==> src/rtl/multicode_pkg.sv <==
// Shared types and glyph table for the multicode seven-segment display.
// All glyphs are active-low in {g,f,e,d,c,b,a} bit order.
package multicode_pkg;

    typedef enum logic [1:0] {
        MODE_OFF = 2'd0,
        MODE_HEX = 2'd1,
        MODE_DEC = 2'd2,
        MODE_OCT = 2'd3
    } mode_t;

    typedef enum logic [1:0] {
        CONV_IDLE  = 2'd0,
        CONV_SHIFT = 2'd1,
        CONV_DONE  = 2'd2
    } conv_state_t;

    localparam logic [6:0] GLYPH_0     = 7'b1000000;
    localparam logic [6:0] GLYPH_1     = 7'b1111001;
    localparam logic [6:0] GLYPH_2     = 7'b0100100;
    localparam logic [6:0] GLYPH_3     = 7'b0110000;
    localparam logic [6:0] GLYPH_4     = 7'b0011001;
    localparam logic [6:0] GLYPH_5     = 7'b0010010;
    localparam logic [6:0] GLYPH_6     = 7'b0000010;
    localparam logic [6:0] GLYPH_7     = 7'b1111000;
    localparam logic [6:0] GLYPH_8     = 7'b0000000;
    localparam logic [6:0] GLYPH_9     = 7'b0010000;
    localparam logic [6:0] GLYPH_A     = 7'b0001000;
    localparam logic [6:0] GLYPH_B     = 7'b0000011;
    localparam logic [6:0] GLYPH_C     = 7'b1000110;
    localparam logic [6:0] GLYPH_D     = 7'b0100001;
    localparam logic [6:0] GLYPH_E     = 7'b0000110;
    localparam logic [6:0] GLYPH_F     = 7'b0001110;
    localparam logic [6:0] GLYPH_H     = 7'b0001011;
    localparam logic [6:0] GLYPH_LOW_D = 7'b0100001;
    localparam logic [6:0] GLYPH_LOW_O = 7'b0100011;
    localparam logic [6:0] GLYPH_BLANK = 7'b1111111;
    localparam logic [6:0] GLYPH_DASH  = 7'b0111111;

    // Map one 4-bit digit value to its 0-F glyph.
    function automatic logic [6:0] nibble_glyph(input logic [3:0] n);
        logic [6:0] g;
        case (n)
            4'h0: g = GLYPH_0;
            4'h1: g = GLYPH_1;
            4'h2: g = GLYPH_2;
            4'h3: g = GLYPH_3;
            4'h4: g = GLYPH_4;
            4'h5: g = GLYPH_5;
            4'h6: g = GLYPH_6;
            4'h7: g = GLYPH_7;
            4'h8: g = GLYPH_8;
            4'h9: g = GLYPH_9;
            4'hA: g = GLYPH_A;
            4'hB: g = GLYPH_B;
            4'hC: g = GLYPH_C;
            4'hD: g = GLYPH_D;
            4'hE: g = GLYPH_E;
            default: g = GLYPH_F;
        endcase
        return g;
    endfunction

endpackage

==> src/rtl/button_debounce.sv <==
// Synchronises one raw active-low button, debounces it and emits a
// single-cycle press pulse on each accepted 1->0 transition.
module button_debounce #(
    parameter int DEBOUNCE = 16
) (
    input  logic clk,
    input  logic rst_n,
    input  logic raw,
    output logic press
);

    localparam int CW = (DEBOUNCE > 2) ? $clog2(DEBOUNCE) : 1;

    logic          sync_1;
    logic          sync_2;
    logic          level;
    logic [CW-1:0] cnt;
    logic          accept;

    // The level flips on the cycle the counter has seen DEBOUNCE differing cycles.
    assign accept = (sync_2 != level) && (cnt == CW'(DEBOUNCE - 1));
    // Only a released-to-pressed change is a press event.
    assign press  = accept && level;

    // Two-flop synchroniser; idle (released) level is 1.
    always_ff @(posedge clk or negedge rst_n) begin
        if (!rst_n) begin
            sync_1 <= 1'b1;
            sync_2 <= 1'b1;
        end else begin
            sync_1 <= raw;
            sync_2 <= sync_1;
        end
    end

    // Stability counter: any reversion to the debounced level restarts it.
    always_ff @(posedge clk or negedge rst_n) begin
        if (!rst_n) begin
            level <= 1'b1;
            cnt   <= '0;
        end else if (sync_2 == level) begin
            cnt <= '0;
        end else if (accept) begin
            level <= sync_2;
            cnt   <= '0;
        end else begin
            cnt <= cnt + 1'b1;
        end
    end

endmodule

==> src/rtl/multicode_display.sv <==
// Shows a switch value in hex, decimal or octal on active-low seven-segment
// digits plus a mode letter. Decimal digits come from a sequential
// shift-add-3 converter; every displayed value passes through that converter
// so the mode letter and digits always change together on the DONE edge.
module multicode_display
    import multicode_pkg::*;
#(
    parameter int DATA_W   = 8,
    parameter int DIGITS   = 3,
    parameter int DEBOUNCE = 16
) (
    input  logic                  clk,
    input  logic                  rst_n,
    input  logic [DATA_W-1:0]     switches,
    input  logic [2:0]            buttons,
    output logic [6:0]            mode_segments,
    output logic [7*DIGITS-1:0]   digit_segments,
    output logic                  busy,
    output logic [1:0]            fsm_state
);

    localparam int BCD_DIGITS = (DATA_W * 3) / 10 + 1;
    localparam int BCD_W      = 4 * BCD_DIGITS;
    localparam int OCT_DIGITS = (DATA_W + 2) / 3;
    localparam int NCAND_A    = (OCT_DIGITS > BCD_DIGITS) ? OCT_DIGITS : BCD_DIGITS;
    localparam int NCAND      = (NCAND_A > DIGITS) ? NCAND_A : DIGITS;
    localparam int CNT_W      = $clog2(DATA_W);

    logic [DATA_W-1:0]   sw_s1;
    logic [DATA_W-1:0]   sw_sync;
    logic                press_hex;
    logic                press_dec;
    logic                press_oct;
    mode_t               mode;

    conv_state_t         state;
    conv_state_t         state_next;
    logic                start;

    logic [DATA_W-1:0]   value;
    logic [DATA_W-1:0]   shreg;
    logic [BCD_W-1:0]    bcd;
    logic [BCD_W-1:0]    bcd_adj;
    logic [BCD_W-1:0]    bcd_next;
    logic [CNT_W-1:0]    bit_cnt;
    mode_t               conv_mode;
    logic [DATA_W-1:0]   last_value;
    mode_t               last_mode;

    logic [4*NCAND-1:0]  val_ext;
    logic [4*NCAND-1:0]  bcd_ext;
    logic [3:0]          cand [NCAND];
    int                  msd;
    logic                overflow;
    logic [7*DIGITS-1:0] digits_next;
    logic [6:0]          mode_glyph;

    assign fsm_state = state;

    // Two-flop synchroniser for the asynchronous switch bus.
    always_ff @(posedge clk or negedge rst_n) begin
        if (!rst_n) begin
            sw_s1   <= '0;
            sw_sync <= '0;
        end else begin
            sw_s1   <= switches;
            sw_sync <= sw_s1;
        end
    end

    button_debounce #(.DEBOUNCE(DEBOUNCE)) u_db_hex (
        .clk   (clk),
        .rst_n (rst_n),
        .raw   (buttons[2]),
        .press (press_hex)
    );

    button_debounce #(.DEBOUNCE(DEBOUNCE)) u_db_dec (
        .clk   (clk),
        .rst_n (rst_n),
        .raw   (buttons[1]),
        .press (press_dec)
    );

    button_debounce #(.DEBOUNCE(DEBOUNCE)) u_db_oct (
        .clk   (clk),
        .rst_n (rst_n),
        .raw   (buttons[0]),
        .press (press_oct)
    );

    // Mode register: a press selects its mode, re-pressing the active mode blanks.
    always_ff @(posedge clk or negedge rst_n) begin
        if (!rst_n) begin
            mode <= MODE_OFF;
        end else if (press_hex) begin
            mode <= (mode == MODE_HEX) ? MODE_OFF : MODE_HEX;
        end else if (press_dec) begin
            mode <= (mode == MODE_DEC) ? MODE_OFF : MODE_DEC;
        end else if (press_oct) begin
            mode <= (mode == MODE_OCT) ? MODE_OFF : MODE_OCT;
        end
    end

    // Converter state register.
    always_ff @(posedge clk or negedge rst_n) begin
        if (!rst_n) begin
            state <= CONV_IDLE;
        end else begin
            state <= state_next;
        end
    end

    // Converter next state: start only when something visible would change.
    always_comb begin
        state_next = state;
        start      = 1'b0;
        case (state)
            CONV_IDLE: begin
                if ((mode != MODE_OFF) && ((sw_sync != last_value) || (mode != last_mode))) begin
                    state_next = CONV_SHIFT;
                    start      = 1'b1;
                end
            end
            CONV_SHIFT: begin
                if (bit_cnt == CNT_W'(DATA_W - 1)) begin
                    state_next = CONV_DONE;
                end
            end
            CONV_DONE: begin
                state_next = CONV_IDLE;
            end
            default: begin
                state_next = CONV_IDLE;
            end
        endcase
    end

    // One double-dabble step: add 3 to nibbles >= 5, then shift in the next MSB.
    always_comb begin
        bcd_adj = bcd;
        for (int i = 0; i < BCD_DIGITS; i++) begin
            if (bcd[4*i +: 4] >= 4'd5) begin
                bcd_adj[4*i +: 4] = bcd[4*i +: 4] + 4'd3;
            end
        end
        bcd_next = {bcd_adj[BCD_W-2:0], shreg[DATA_W-1]};
    end

    // Converter datapath; inputs are only sampled on the IDLE->SHIFT edge.
    always_ff @(posedge clk or negedge rst_n) begin
        if (!rst_n) begin
            value      <= '0;
            shreg      <= '0;
            bcd        <= '0;
            bit_cnt    <= '0;
            busy       <= 1'b0;
            conv_mode  <= MODE_OFF;
            last_value <= '0;
            last_mode  <= MODE_OFF;
        end else begin
            case (state)
                CONV_IDLE: begin
                    if (start) begin
                        value     <= sw_sync;
                        shreg     <= sw_sync;
                        bcd       <= '0;
                        bit_cnt   <= '0;
                        busy      <= 1'b1;
                        conv_mode <= mode;
                    end else if (mode == MODE_OFF) begin
                        // Forget the shown mode so leaving OFF always reconverts.
                        last_mode <= MODE_OFF;
                    end
                end
                CONV_SHIFT: begin
                    bcd     <= bcd_next;
                    shreg   <= {shreg[DATA_W-2:0], 1'b0};
                    bit_cnt <= bit_cnt + 1'b1;
                end
                CONV_DONE: begin
                    busy       <= 1'b0;
                    last_value <= value;
                    last_mode  <= (mode == MODE_OFF) ? MODE_OFF : conv_mode;
                end
                default: begin
                    busy <= 1'b0;
                end
            endcase
        end
    end

    // Digit formation: pick per-base digit values, blank leading zeros, flag overflow.
    always_comb begin
        val_ext = '0;
        val_ext[DATA_W-1:0] = value;
        bcd_ext = '0;
        bcd_ext[BCD_W-1:0] = bcd;
        cand = '{default: 4'd0};
        for (int i = 0; i < NCAND; i++) begin
            case (conv_mode)
                MODE_HEX: cand[i] = val_ext[4*i +: 4];
                MODE_OCT: cand[i] = {1'b0, val_ext[3*i +: 3]};
                MODE_DEC: cand[i] = bcd_ext[4*i +: 4];
                default:  cand[i] = 4'd0;
            endcase
        end
        msd = 0;
        for (int i = 0; i < NCAND; i++) begin
            if (cand[i] != 4'd0) begin
                msd = i;
            end
        end
        overflow = (msd >= DIGITS);
        digits_next = '1;
        for (int i = 0; i < DIGITS; i++) begin
            if (overflow) begin
                digits_next[7*i +: 7] = GLYPH_DASH;
            end else if (i > msd) begin
                digits_next[7*i +: 7] = GLYPH_BLANK;
            end else begin
                digits_next[7*i +: 7] = nibble_glyph(cand[i]);
            end
        end
        case (conv_mode)
            MODE_HEX: mode_glyph = GLYPH_H;
            MODE_DEC: mode_glyph = GLYPH_LOW_D;
            MODE_OCT: mode_glyph = GLYPH_LOW_O;
            default:  mode_glyph = GLYPH_BLANK;
        endcase
    end

    // Output registers: blank while OFF, otherwise load together on DONE.
    always_ff @(posedge clk or negedge rst_n) begin
        if (!rst_n) begin
            mode_segments  <= GLYPH_BLANK;
            digit_segments <= '1;
        end else if (mode == MODE_OFF) begin
            mode_segments  <= GLYPH_BLANK;
            digit_segments <= '1;
        end else if (state == CONV_DONE) begin
            mode_segments  <= mode_glyph;
            digit_segments <= digits_next;
        end
    end

endmodule

==> config.mk <==
export PLATFORM = sky130hd
export DESIGN_NAME = multicode_display
export DESIGN_NICKNAME = d
export VERILOG_FILES = /design/src/rtl/multicode_pkg.sv /design/src/rtl/button_debounce.sv /design/src/rtl/multicode_display.sv
export SDC_FILE = /design/constraint.sdc
export NUM_CORES = 1
export LEC_CHECK = 0
export BUFFER_PORTS_ARGS = -buffer_cell sky130_fd_sc_hd__buf_2
export CAP_MARGIN = 20
export CELL_PAD_IN_SITES_DETAIL_PLACEMENT = 0
export CELL_PAD_IN_SITES_GLOBAL_PLACEMENT = 1
export CORE_MARGIN = 10
export CORE_UTILIZATION = 48
export DETAILED_ROUTE_END_ITERATION = 7
export HOLD_SLACK_MARGIN = 0.12
export PLACE_DENSITY = 0.88
export SETUP_SLACK_MARGIN = 0.1
export SYNTH_ARGS = -nofsm -noshare
export SYNTH_HDL_FRONTEND = slang
export SYNTH_SLANG_ARGS = --single-unit
==> constraint.sdc <==
create_clock -name clk -period 3.1 [get_ports clk]
set_input_delay 0.31 -clock clk [delete_from_list [all_inputs] [get_ports clk]]
set_output_delay 0.31 -clock clk [all_outputs]
set_load 0.005 [all_outputs]
* Yosys cells after proc, flatten, opt, wreduce, memory -nomap -nowiden
Memories as Yosys holds them, arrays and structs flattened.
Index checks and enable logic that the tools add are counted.
** Word-level totals
- Register bits after elaboration :: 113
- Word-level logic and storage cells :: 145
- ROM bits :: 336
- Input port bits :: 13
- Output and inout port bits :: 31
- Memories kept :: 3
** Operators by class
- Reductions and logical operators :: 25
- Muxes and demuxes :: 48
- Eq/ne operators :: 25
- Add/sub/neg operators :: 7
- Bitwise operators :: 4
- Order comparisons :: 7
** Memory list
- (name not given) :: words 16, bits a word 7, read ports 1, clocked after memory_dff 0, wr ports 0, line multicode_pkg.sv:43 : case (n)
- (name not given) :: words 16, bits a word 7, read ports 1, clocked after memory_dff 0, wr ports 0, line multicode_pkg.sv:43
- (name not given) :: words 16, bits a word 7, read ports 1, clocked after memory_dff 0, wr ports 0, line multicode_pkg.sv:43
** Operators with widths (number)
- $mux W7 :: 8
- $mux W21 :: 2
- $ge A32 B3 Y1 const B :: 1
- $gt A1 B32 Y1 const A :: 1
- $gt A2 B32 Y1 const A :: 1
- $gt A3 B32 Y1 const A :: 1
- $mux W32 :: 1
- $mux W4 :: 8
- $pmux W12 S2 :: 1
- $pmux W4 S3 :: 2
- $pmux W7 S3 :: 1
- $mux W2 :: 10
- $pmux W8 S2 :: 1
- $reduce_and A2 Y1 :: 7
- $add A4 B1 Y4 const B :: 3
- $eq A4 B4 Y1 const B :: 3
- $ge A4 B3 Y1 const B :: 3
- $mux W12 :: 1
- $eq A2 B2 Y1 const B :: 5
- $ne A2 B2 Y1 const B :: 5
- $add A4 B2 Y4 const B :: 2
- $mux W8 :: 1
- $ne A8 B8 Y1 :: 1
- $pmux W2 S2 :: 2
- 20 further kinds :: 45

* Depth between registers and ports, before layout
- Depth in word-level cells :: 10
- Gate-level depth with buffers :: 9
- Depth with buffers taken out :: 8

* Hierarchy
From an unflattened synthesis, not the netlist that was laid out.
** Unflattened totals
- Cell total of the unflattened synthesis :: 525
- Area, all modules :: 5584.1 um2
** By module, submodules not included
- multicode_display :: seq. area each 2258.4 um2, times used 1, area an instance 4719.5 um2, cells an instance 464
- button_debounce at u_db_dec ... :: seq. area each 178.9 um2, times used 2, area an instance 291.5 um2, cells an instance 21
- button_debounce at u_db_hex :: seq. area each 178.9 um2, times used 1, area an instance 281.5 um2, cells an instance 19

* Worst setup path after synthesis
No wires, ideal clock.
- Path kind :: reg-to-reg
- Start point :: register conv_mode[1]
- End point :: register digit_segments[13]
- Data required time :: 3.019 ns
- Path slack :: 0.886 ns
- Setup time :: 0.081 ns
- Clock period less this slack :: 2.214 ns
- Stages on the path, launching flop included :: 9
- Arrival :: 2.134 ns
- Path buffers :: 1
- Path through :: dfrtp_1 -> buf_2 -> mux2_2 -> a22oi_2 -> inv_1 -> ha_1 -> mux2_2 -> a221oi_2 -> nor2_1
** Between the ends
- Longest elaborated chain between the ends :: 10
- Elaborated cells between the ends (all ways) :: 16
- Those cells by class :: 2 x order compare; 3 x eq/ne; 8 x mux; 2 x reduce/logical; 1 x memory
** RTL lines
- from (decl) :: line multicode_display.sv:46 : mode_t conv_mode;
- from (signal assigned) :: line multicode_display.sv:170 : conv_mode <= mode;
- $eq A2 B2 Y1 or $eq A2 B1 Y1 (tied branches) :: line multicode_display.sv:201 : case (conv_mode)
- $pmux W4 S3 :: line multicode_display.sv:201
- $reduce_bool A4 Y1 :: line multicode_display.sv:210 : if (cand[i] != 4'd0) begin
- $mux W1 :: line multicode_display.sv:210
- $mux W32 :: line multicode_display.sv:210
- $gt A2 B32 Y1 :: line multicode_display.sv:219 : end else if (i > msd) begin
- $mux W7 :: line multicode_display.sv:219
- $mux W7 (*) :: line multicode_display.sv:217 : if (overflow) begin
- $mux W21 (*) :: line multicode_display.sv:241 : end else if (state == CONV_DONE) begin
- $mux W21 (*) :: line multicode_display.sv:238 : end else if (mode == MODE_OFF) begin
- to (signal assigned) :: line multicode_display.sv:243 : digit_segments <= digits_next;
- to (decl) :: line multicode_display.sv:17 : output logic [7*DIGITS-1:0] digit_segments,
Mark *: on every way between the ends. The rest lies on a longest branch, timed or not. The select of a mux whose other input is x is not followed.
A chain may end at the register's enable or synchronous reset.

* Final worst setup path
- Start point :: register conv_mode[0]
- End point :: register digit_segments[20]
** Between the ends
- Longest elaborated chain between the ends :: 10
- Elaborated cells between the ends (all ways) :: 16
- Those cells by class :: 2 x order compare; 3 x eq/ne; 8 x mux; 2 x reduce/logical; 1 x memory
** RTL lines (line)
- $eq A2 B2 Y1 or $eq A2 B1 Y1 (tied branches) :: multicode_display.sv:201
- $pmux W4 S3 :: multicode_display.sv:201
- $reduce_bool A4 Y1 :: multicode_display.sv:210
- $mux W1 :: multicode_display.sv:210
- $mux W32 :: multicode_display.sv:210
- $gt A3 B32 Y1 :: multicode_display.sv:219
- $mux W7 :: multicode_display.sv:219
- $mux W7 (*) :: multicode_display.sv:217
- $mux W21 (*) :: multicode_display.sv:241
- $mux W21 (*) :: multicode_display.sv:238
Marks and branches as above.

==> metrics <==
WL met1=5040 µm; sequential cell area=0.00280 mm²; antenna cells=0; Main synth FF type=dfrtp_1; pin count of the biggest net entering global routing=111; Synth async-reset ratio=100%; initial DRC count=319; # setup viols final=0; post-cts hold buffer count=12; Initial Utilization=49.6%; Antenna Nets Post-Route=0; post-placement worst setup slack=0.586 ns; post-route total power=0.00266 W; placed cell count=658; yosys warns=0; post-layout min period=2.54 ns; Pwr Density=434 mW/mm²; Num CTS Buffers=9; syn nets=535; Max-Cap Viols=0; R2R Path Start=conv_mode[0]$_DFFE_PN0P_; Final nets=581; hold path start=sw_s1[3]$_DFF_PN0_; postcts setup bufs=0; CP Capture Type=flop; CP required=3.35 ns; vias=3,817; Post-DP HPWL=7530 µm; Synth cell types=60; Syn Std Cell Area=0.00543 mm²; antenna violations before repair=0; Pleak=2.76 nW; # DRC=0; # IOs=44; Least-Margin Pin Slew=0.923 ns; peak fanout along the critical path=19; clock root cell=clkbuf_16; commonest non-fill, non-tap cell in the layout=dfrtp_1; first-pass GRT wire length=18,700 µm; switching share of total power=22.7%; worst hold path endpoint=sw_sync[3]$_DFF_PN0_; Row Count=38; Net Switching=0.000605 W; flop2flop setup slack=0.56 ns; layout cells sized above 1=23.6%; clock sink count=110; WL/cell=15.7 µm; FF-to-FF End=digit_segments[20]$_DFFE_PN1P_; worst rel slew slack=38.5%; min setup slack post-route=0.559 ns; Slew Limit Fails=0; FMAX=394 MHz; CP arrival=2.79 ns; clock skew=0.00662 ns; syn_area_per_cell=11.0 µm²; CP Class=flop to flop; H-Tree Depth=3; Area growth, synth to finish=13.0%; register share of total power=55.7%; crit start category=flop; clock-pin slew on the worst setup and hold paths=0.07 ns; vias in the first global route=3,924; Max VDD drop=0.000261 V; die area=0.0160 mm²; share of total power in the clock network=41.4%; Worst-Skew Late Latency=0.34 ns; clk buf depth=2; outcome=complete, no violations; RSZ-0062 raised after global routing=false; footprint of the multi-input gates=0.00243 mm²; Final Cycle Share=82.0%; I/O Buffers=42; GP Congestion=0.889; Highest Signal Layer=met4; GRT Residual Overflow=0; Seq cells post-synth=110; Layout Cells excl Fill=686; combinational power share=2.9%; fin util=56.1%; Pint=0.00206 W; Die Y=126 µm; post-CTS sizing=0; gr usage total=13.7%; Setup TNS Final=0 ns; DR pass1 iterations=4; R2R depth=8; Via density=5.56; hold depth=0; CTS tree=built; sequential area share after synthesis=51.5%; metal2 WL=4980 µm; min-delay worst type=flop to flop; met3 wire len=585 µm; final WL=10,700 µm; most frequent cells in the layout=76 x dfrtp_1, 52 x nand2_1, 41 x buf_2, 34 x nor2_1, 34 x dfstp_2; Gate Count Post-Synth=495; Post-synth EDFFs=0; CORE AREA=0.0109 mm²; Chip Width=126 µm; Fill cells=934; Hold Fails Final Rpt=0
==> routing by layer <==
metal / track usage [%] / vias up
met4: 5.09 / 0
met3: 3.50 / 13
met2: 21.5 / 80
met1: 17.8 / 1877
met5: 0 / -
li1: - / 1847
==> kinds of logic (layout without fill, tap and decap cells) <==
kind of cell | count (synthesis) | after routing | synth area share [%]
xor gates and xnor gates | 22 | 22 | 3.55
DFF | 110 | 110 | 51.5
buffers and inverters | 42 | 93 | 3.76
and+or+nand+nor | 144 | 144 | 13.1
adders and majority gates | 27 | 27 | 6.22
muxes | 26 | 26 | 5.44
other | 1 | 1 | 0.0691
AOI/OAI and AO/OA | 123 | 123 | 16.4
==> Yosys cell counts, types with 8 or more instances <==
library cell / instances / area share, %
a21oi_1: 21 / 1.9
nor2_1: 34 / 2.4
nand2_1: 52 / 3.6
a21o_1: 12 / 1.7
ha_1: 27 / 6.2
a31oi_1: 12 / 1.4
mux2_2: 18 / 3.7
nand3_1: 8 / 0.74
dfstp_2: 34 / 16
clkbuf_1: 9 / 0.62
a22o_1: 18 / 2.9
dfrtp_1: 76 / 35
inv_1: 18 / 1.2
xnor2_1: 19 / 3.1
nor3_1: 12 / 1.1
o21ai_0: 16 / 1.5
==> power by group through the flow <==
stage | combinational, W | sequential, W | clock (W)
2_1_floorplan | 0.0000275 | 0.00150 | 0
3_3_place_gp | 0.0000675 | 0.00151 | 0
3_5_place_dp | 0.0000694 | 0.00151 | 0
4_1_cts | 0.0000816 | 0.00148 | 0.00113
5_1_grt | 0.0000904 | 0.00149 | 0.00119
6_report | 0.0000782 | 0.00148 | 0.00110
==> state kept, by name, indices dropped and copies added, names as in the netlist, 2 cells and up <==
| signal | flops |
|---|---|
| u_db_dec.cnt | 4 |
| mode | 2 |
| mode_segments | 4 |
| last_value | 8 |
| bit_cnt | 3 |
| sw_sync | 8 |
| shreg | 8 |
| fsm_state | 2 |
| digit_segments | 21 |
| sw_s1 | 8 |
| value | 8 |
| u_db_hex.cnt | 4 |
| bcd | 12 |
| u_db_oct.cnt | 4 |
| last_mode | 2 |
| conv_mode | 2 |
==> layout make-up <==
class                      instances  area share [%]
clock buffer                      10            3.73
timing repair buffer              59            6.24
sequential                       110            45.5
clock inverter                     6           0.938
multi-input combinational        343            39.6
inverter                          18            1.10
tap                              140            2.85
==> how the worst max path moves through the flow <==
stage	slack (ns)	cells after the start	start	to
global placement	0.68	8	conv_mode[0]$_DFFE_PN0P_	digit_segments[20]$_DFFE_PN1P_
floorplan	0.89	8	conv_mode[1]$_DFFE_PN0P_	digit_segments[13]$_DFFE_PN1P_
detailed placement	0.59	8	conv_mode[0]$_DFFE_PN0P_	digit_segments[20]$_DFFE_PN1P_
global route	0.32	8	conv_mode[0]$_DFFE_PN0P_	digit_segments[20]$_DFFE_PN1P_
finish	0.56	8	conv_mode[0]$_DFFE_PN0P_	digit_segments[20]$_DFFE_PN1P_
CTS	0.56	8	conv_mode[0]$_DFFE_PN0P_	digit_segments[20]$_DFFE_PN1P_
==> through the flow <==
| step | instance area (µm²) | hold slack, ns |
|---|---|---|
| after floorplan | 5430 | 0.0144 |
| after global placement | 5730 | 0.332 |
| after detailed placement | 5730 | 0.335 |
| after CTS | 6140 | 0.352 |
| after global routing | 6140 | 0.357 |
| final | 6140 | 0.350 |
==> critical path, stage by stage, from the launching register on <==
cell and delay (ns):
dfrtp_1 0.76, mux2_2 0.41, nand2_1 0.19, inv_1 0.10
ha_1 0.26, a211oi_1 0.23, o21ai_0 0.13, o32ai_1 0.29
a31oi_1 0.07
Power figures use the tool's default switching activity.
